`src/rtl/mc_ctrl.sv`:
```
`timescale 1ns/1ps
// mc_ctrl: multi-cycle control FSM for a small MIPS-like datapath (addu, subu, ori, lw, sw, beq, j).
// Drives all datapath strobes, handshakes with a variable-latency memory and traps on bad opcodes/timeouts.
module mc_ctrl #(
  parameter int unsigned TIMEOUT = 15
) (
  input  logic       clock,
  input  logic       reset,
  input  logic [5:0] op,
  input  logic [5:0] funct,
  input  logic       zero,
  input  logic       mem_ready,
  output logic       mem_req,
  output logic       mem_we,
  output logic       iord,
  output logic       ir_write,
  output logic       pc_write,
  output logic [1:0] pc_src,
  output logic       reg_write,
  output logic       reg_dst,
  output logic       mem_to_reg,
  output logic       alu_src_a,
  output logic [1:0] alu_src_b,
  output logic [2:0] alu_op,
  output logic       illegal,
  output logic [3:0] state
);

  typedef enum logic [3:0] {
    ST_FETCH  = 4'd0,  ST_DECODE = 4'd1,  ST_EXEC_R = 4'd2,  ST_EXEC_I = 4'd3,
    ST_WB_R   = 4'd4,  ST_WB_I   = 4'd5,  ST_ADDR   = 4'd6,  ST_MEM_RD = 4'd7,
    ST_MEM_WR = 4'd8,  ST_WB_M   = 4'd9,  ST_BRANCH = 4'd10, ST_JUMP   = 4'd11,
    ST_TRAP   = 4'd12
  } state_e;

  typedef struct packed {
    logic       mem_req;
    logic       mem_we;
    logic       iord;
    logic       ir_write;
    logic       pc_write;
    logic [1:0] pc_src;
    logic       reg_write;
    logic       reg_dst;
    logic       mem_to_reg;
    logic       alu_src_a;
    logic [1:0] alu_src_b;
    logic [2:0] alu_op;
  } ctl_t;

  localparam logic [5:0] OP_RTYPE = 6'h00;
  localparam logic [5:0] OP_ORI   = 6'h0D;
  localparam logic [5:0] OP_LW    = 6'h23;
  localparam logic [5:0] OP_SW    = 6'h2B;
  localparam logic [5:0] OP_BEQ   = 6'h04;
  localparam logic [5:0] OP_J     = 6'h02;
  localparam logic [5:0] FN_ADDU  = 6'h21;
  localparam logic [5:0] FN_SUBU  = 6'h23;
  localparam logic [2:0] ALU_ADD  = 3'b000;
  localparam logic [2:0] ALU_SUB  = 3'b001;
  localparam logic [2:0] ALU_OR   = 3'b010;
  localparam logic [7:0] WAIT_LAST = 8'(TIMEOUT - 1);

  state_e     state_q, state_d;
  logic [7:0] wait_cnt;
  logic       mem_phase;
  logic       in_trap;
  ctl_t       ctl, ctl_out;

  always_comb begin
    // NOTE: every signal gets a default first so no path through the case infers a latch.
    state_d   = state_q;
    mem_phase = 1'b0;
    in_trap   = 1'b0;
    ctl       = '0;
    case (state_q)
      ST_FETCH: begin
        mem_phase     = 1'b1;
        ctl.mem_req   = 1'b1;
        ctl.alu_src_b = 2'b01;
        ctl.alu_op    = ALU_ADD;
        if (mem_ready) begin
          ctl.ir_write = 1'b1;
          ctl.pc_write = 1'b1;
          state_d      = ST_DECODE;
        end
      end
      ST_DECODE: begin
        ctl.alu_src_b = 2'b11;
        ctl.alu_op    = ALU_ADD;
        case (op)
          OP_RTYPE:     state_d = (funct == FN_ADDU || funct == FN_SUBU) ? ST_EXEC_R : ST_TRAP;
          OP_ORI:       state_d = ST_EXEC_I;
          OP_LW, OP_SW: state_d = ST_ADDR;
          OP_BEQ:       state_d = ST_BRANCH;
          OP_J:         state_d = ST_JUMP;
          default:      state_d = ST_TRAP;
        endcase
      end
      ST_EXEC_R: begin
        ctl.alu_src_a = 1'b1;
        ctl.alu_op    = (funct == FN_SUBU) ? ALU_SUB : ALU_ADD;
        state_d       = ST_WB_R;
      end
      ST_EXEC_I: begin
        ctl.alu_src_a = 1'b1;
        ctl.alu_src_b = 2'b10;
        ctl.alu_op    = ALU_OR;
        state_d       = ST_WB_I;
      end
      ST_WB_R: begin
        ctl.reg_write = 1'b1;
        ctl.reg_dst   = 1'b1;
        state_d       = ST_FETCH;
      end
      ST_WB_I: begin
        ctl.reg_write = 1'b1;
        state_d       = ST_FETCH;
      end
      ST_ADDR: begin
        ctl.alu_src_a = 1'b1;
        ctl.alu_src_b = 2'b10;
        ctl.alu_op    = ALU_ADD;
        state_d       = (op == OP_SW) ? ST_MEM_WR : ST_MEM_RD;
      end
      ST_MEM_RD: begin
        mem_phase   = 1'b1;
        ctl.mem_req = 1'b1;
        ctl.iord    = 1'b1;
        if (mem_ready) state_d = ST_WB_M;
      end
      ST_MEM_WR: begin
        mem_phase   = 1'b1;
        ctl.mem_req = 1'b1;
        ctl.iord    = 1'b1;
        ctl.mem_we  = 1'b1;
        if (mem_ready) state_d = ST_FETCH;
      end
      ST_WB_M: begin
        ctl.reg_write  = 1'b1;
        ctl.mem_to_reg = 1'b1;
        state_d        = ST_FETCH;
      end
      ST_BRANCH: begin
        ctl.alu_src_a = 1'b1;
        ctl.alu_op    = ALU_SUB;
        ctl.pc_src    = 2'b01;
        ctl.pc_write  = zero;
        state_d       = ST_FETCH;
      end
      ST_JUMP: begin
        ctl.pc_src   = 2'b10;
        ctl.pc_write = 1'b1;
        state_d      = ST_FETCH;
      end
      default: begin
        // TRAP and the unused codes 13-15 all park here until reset.
        in_trap = 1'b1;
        state_d = ST_TRAP;
      end
    endcase
    // A ready on the final allowed wait cycle still completes the access.
    if (mem_phase && !mem_ready && wait_cnt == WAIT_LAST) state_d = ST_TRAP;
  end

  // NOTE: reset is asynchronous and puts the FSM in FETCH, which would raise mem_req, so the
  // strobes are gated combinationally to stay low for as long as reset is held.
  assign ctl_out    = reset ? ctl : '0;
  assign mem_req    = ctl_out.mem_req;
  assign mem_we     = ctl_out.mem_we;
  assign iord       = ctl_out.iord;
  assign ir_write   = ctl_out.ir_write;
  assign pc_write   = ctl_out.pc_write;
  assign pc_src     = ctl_out.pc_src;
  assign reg_write  = ctl_out.reg_write;
  assign reg_dst    = ctl_out.reg_dst;
  assign mem_to_reg = ctl_out.mem_to_reg;
  assign alu_src_a  = ctl_out.alu_src_a;
  assign alu_src_b  = ctl_out.alu_src_b;
  assign alu_op     = ctl_out.alu_op;
  assign state      = state_q;

  // NOTE: sequential state uses non-blocking assignments so all registers see pre-edge values.
  always_ff @(posedge clock or negedge reset) begin
    if (!reset) begin
      state_q  <= ST_FETCH;
      wait_cnt <= '0;
      illegal  <= 1'b0;
    end else begin
      state_q <= state_d;
      if (mem_phase && !mem_ready && state_d == state_q) wait_cnt <= wait_cnt + 8'd1;
      else                                               wait_cnt <= '0;
      if (in_trap) illegal <= 1'b1;
    end
  end

endmodule

```
`config.mk`:
```
export PLATFORM = sky130hd
export DESIGN_NAME = mc_ctrl
export DESIGN_NICKNAME = d
export VERILOG_FILES = /design/src/rtl/mc_ctrl.sv
export SDC_FILE = /design/constraint.sdc
export NUM_CORES = 1
export LEC_CHECK = 0
export ABC_AREA = 1
export CORE_ASPECT_RATIO = 1.1
export CORE_UTILIZATION = 45
export DETAILED_ROUTE_END_ITERATION = 6
export HOLD_SLACK_MARGIN = 0.02
export PLACE_DENSITY = 0.79
export SYNTH_ARGS = -nofsm -noshare
export SYNTH_HDL_FRONTEND = slang
export SYNTH_SLANG_ARGS = --single-unit
```
`constraint.sdc`:
```
create_clock -name clock -period 1.6 [get_ports clock]
set_input_delay 0.32 -clock clock [delete_from_list [all_inputs] [get_ports clock]]
set_output_delay 0.32 -clock clock [all_outputs]
set_load 0.01 [all_outputs]
```
==> results.json <==
{
  "status": "finished, violations left",
  "violations": "negative setup slack",
  "grt_util_met3_pct": 4.24,
  "finalInstanceArea_um2": 2020,
  "cts_buffers": 3,
  "first_pass_iters": 4,
  "cap_viol_max_count": 0,
  "place_area_um2": 1760,
  "syn_avg_cell_area_um2": 6.57,
  "hp-class": "reg2reg",
  "period_needed_ps": 1930,
  "layout_setup_ws_ps": -333,
  "period_share_pct": 121,
  "synthTopCellsByArea": "dfrtp_1 (30%), nand2_1 (10%), nor2_1 (9.6%)",
  "die_w_um": 48.9,
  "drtAntennaViolNets": 0,
  "dieArea_um2": 2620,
  "root_buffer": "clkbuf_4",
  "peakVddDrop_uv": 432,
  "ys_seq_area_share_pct": 29.9,
  "synth_top_area_share_pct": 29.9,
  "syn_area_um2": 1090,
  "grt-busiest-layer": "met2",
  "finClkSkew_ps": 3.09,
  "worstPathRequired_ps": 1820,
  "hold_viol": 0,
  "critical_path_class": "reg2reg",
  "grt_max_degree": 14,
  "cts_max_path_buffers": 2,
  "yosys.area.top_type": "dfrtp_1",
  "ys_async_sr_fraction_pct": 100,
  "post_drt_wl_per_cell_um": 17.6,
  "clk_latency_ps": 290,
  "grt_pass1_vias": 1496,
  "place_hpwl_mm": 2.72,
  "port_buffers": 35,
  "setup_viol": 26,
  "grtUsageTotal_pct": 34.0,
  "yosysUniqueCellTypes": 30,
  "place.gp.congestion": 0.876,
  "synth_ff_type": "dfrtp_1",
  "end_kind": "register",
  "synth_edf_count": 0,
  "path_clk_slew_ps": 90,
  "nets": 278,
  "powerDensity_nw_per_um2": 322,
  "syn_nets": 184,
  "cts_tree": "done",
  "antenna_cells": 0,
  "core-area_um2": 2270,
  "yosysWarnings": 0,
  "drc_errors": 0,
  "fill_cells": 93,
  "vias": 1647,
  "grt_pass1_wl_mm": 6.74,
  "start_util_pct": 47.9,
  "drive_gt1_share_pct": 52.1,
  "vias_per_cell": 5.70,
  "io_pins": 37,
  "critPathLaunchType": "register",
  "p_leak_uw": 0.00103,
  "dp_cells": 268,
  "use_met1_pct": 34.2,
  "grt.overflow.total": 0,
  "netlist_instances": 166,
  "path_max_fanout": 8,
  "rsz0062_at_grt": "yes",
  "synth_common_cells": "nand2_1 (30), nor2_1 (28), inv_1 (24)",
  "stdcell_count": 289,
  "synth.most_common_cell": "nand2_1",
  "slew_viol_final": 0,
  "yosys_register_bits": 13,
  "use_met2_pct": 68.3,
  "area_delta_synth_final_pct": 85.5,
  "wirelength_mm": 5.09,
  "fmax_mhz": 517,
  "dieHeight_um": 53.6,
  "clock-sinks": 13,
  "crit_arrival_ps": 2150,
  "initialDrtViolationCount": 65,
  "antenna_found_initial": 0,
  "num_rows": 18,
  "cts_max_level": 1
}
[per-stage QoR]
step           setup slack (ps)  hold slack (ps)  setup TNS, ps  total power [uW]  utilization (%)
3_5_place_dp               -560              472         -10050               427             77.3
6_report                   -333              489          -5270               651             88.9
2_1_floorplan              12.1             24.4              0               362                -
3_3_place_gp               -491              451          -8840               421             77.3
5_1_grt                    -391              517          -6610               667             88.9
4_1_cts                    -185              495          -2530               633             83.4
[layout by cell type, fill, tap and decap left out, types with 4 or more instances in the layout]
master,synthesis,final
inv_2,6,10
dlymetal6s2s_1,0,4
nor2_4,1,8
inv_1,24,19
dfrtp_1,13,10
nand3_2,3,4
nand2_2,6,9
buf_4,1,52
nand3_1,13,10
nor2_2,8,11
nor2_1,28,18
nand2_1,30,25
clkdlybuf4s50_1,0,12
buf_6,0,5
buf_2,0,15
[layout make-up]
class	count	area, um^2	share of cell area, %
Multi-Input combinational cell	121	793	39.2
Tap cell	30	37.5	1.86
Sequential cell	13	329	16.3
Timing Repair Buffer	91	721	35.6
Inverter	30	115	5.69
Clock buffer	4	26.3	1.30
[registers in the layout, summed over array words and instances, names as in the netlist]
signal,flops
wait_cnt,8
state,4
illegal,1
[final timing paths]
check,start,to,slack [ps],depth (start not counted)
worst max-delay path,state[1],wait_cnt[6],-330,11
worst min-delay path,illegal,illegal,490,2
worst max register to register,state[1],wait_cnt[6],-330,11
worst min register to register,illegal,illegal,490,2
max in group asynchronous,reset,state[3],910,3
min in group asynchronous,reset,state[0],510,3
[where the power goes]
part | internal (uW) | switching (uW) | leakage (uW) | total, uW
clock | 97.0 | 119 | 0.0000150 | 216
combinational | 51.0 | 55.9 | 0.000851 | 107
sequential | 328 | 0 | 0.000164 | 328
[kinds of logic (layout without fill, tap and decap cells)]
group,after synthesis,after routing,synth area share [%]
xor+xnor,3,3,2.41
compound gates,17,17,9.87
fa+ha+maj,2,2,2.30
flops,13,13,29.9
other cells,1,1,0.344
buf+inv,32,125,11.4
simple gates,98,98,43.9
[worst max-delay path: stages (launching register included)]
cell     delay, ps
dfrtp_2        470
inv_2          120
buf_4          140
nand2_4         60
buf_4          140
nor2_4         140
nand2_1        100
nand3_2         80
nand2_2         80
a21oi_4        160
nand3_4        170
nor2_2         170
[metal layers]
metal	up-vias	routed length, um
met1	757	1740
met2	127	2560
met3	54	399
met4	0	392
met5	-	0
li1	709	-
[repair_timing]
item,4_1_cts,5_1_grt
hold buffers,0,0
buffers inserted,12,5
gates resized for setup,92,31
pin swaps,15,11
setup endpoints to repair,29,28
Note: power is estimated with default switching activity, not from simulation.
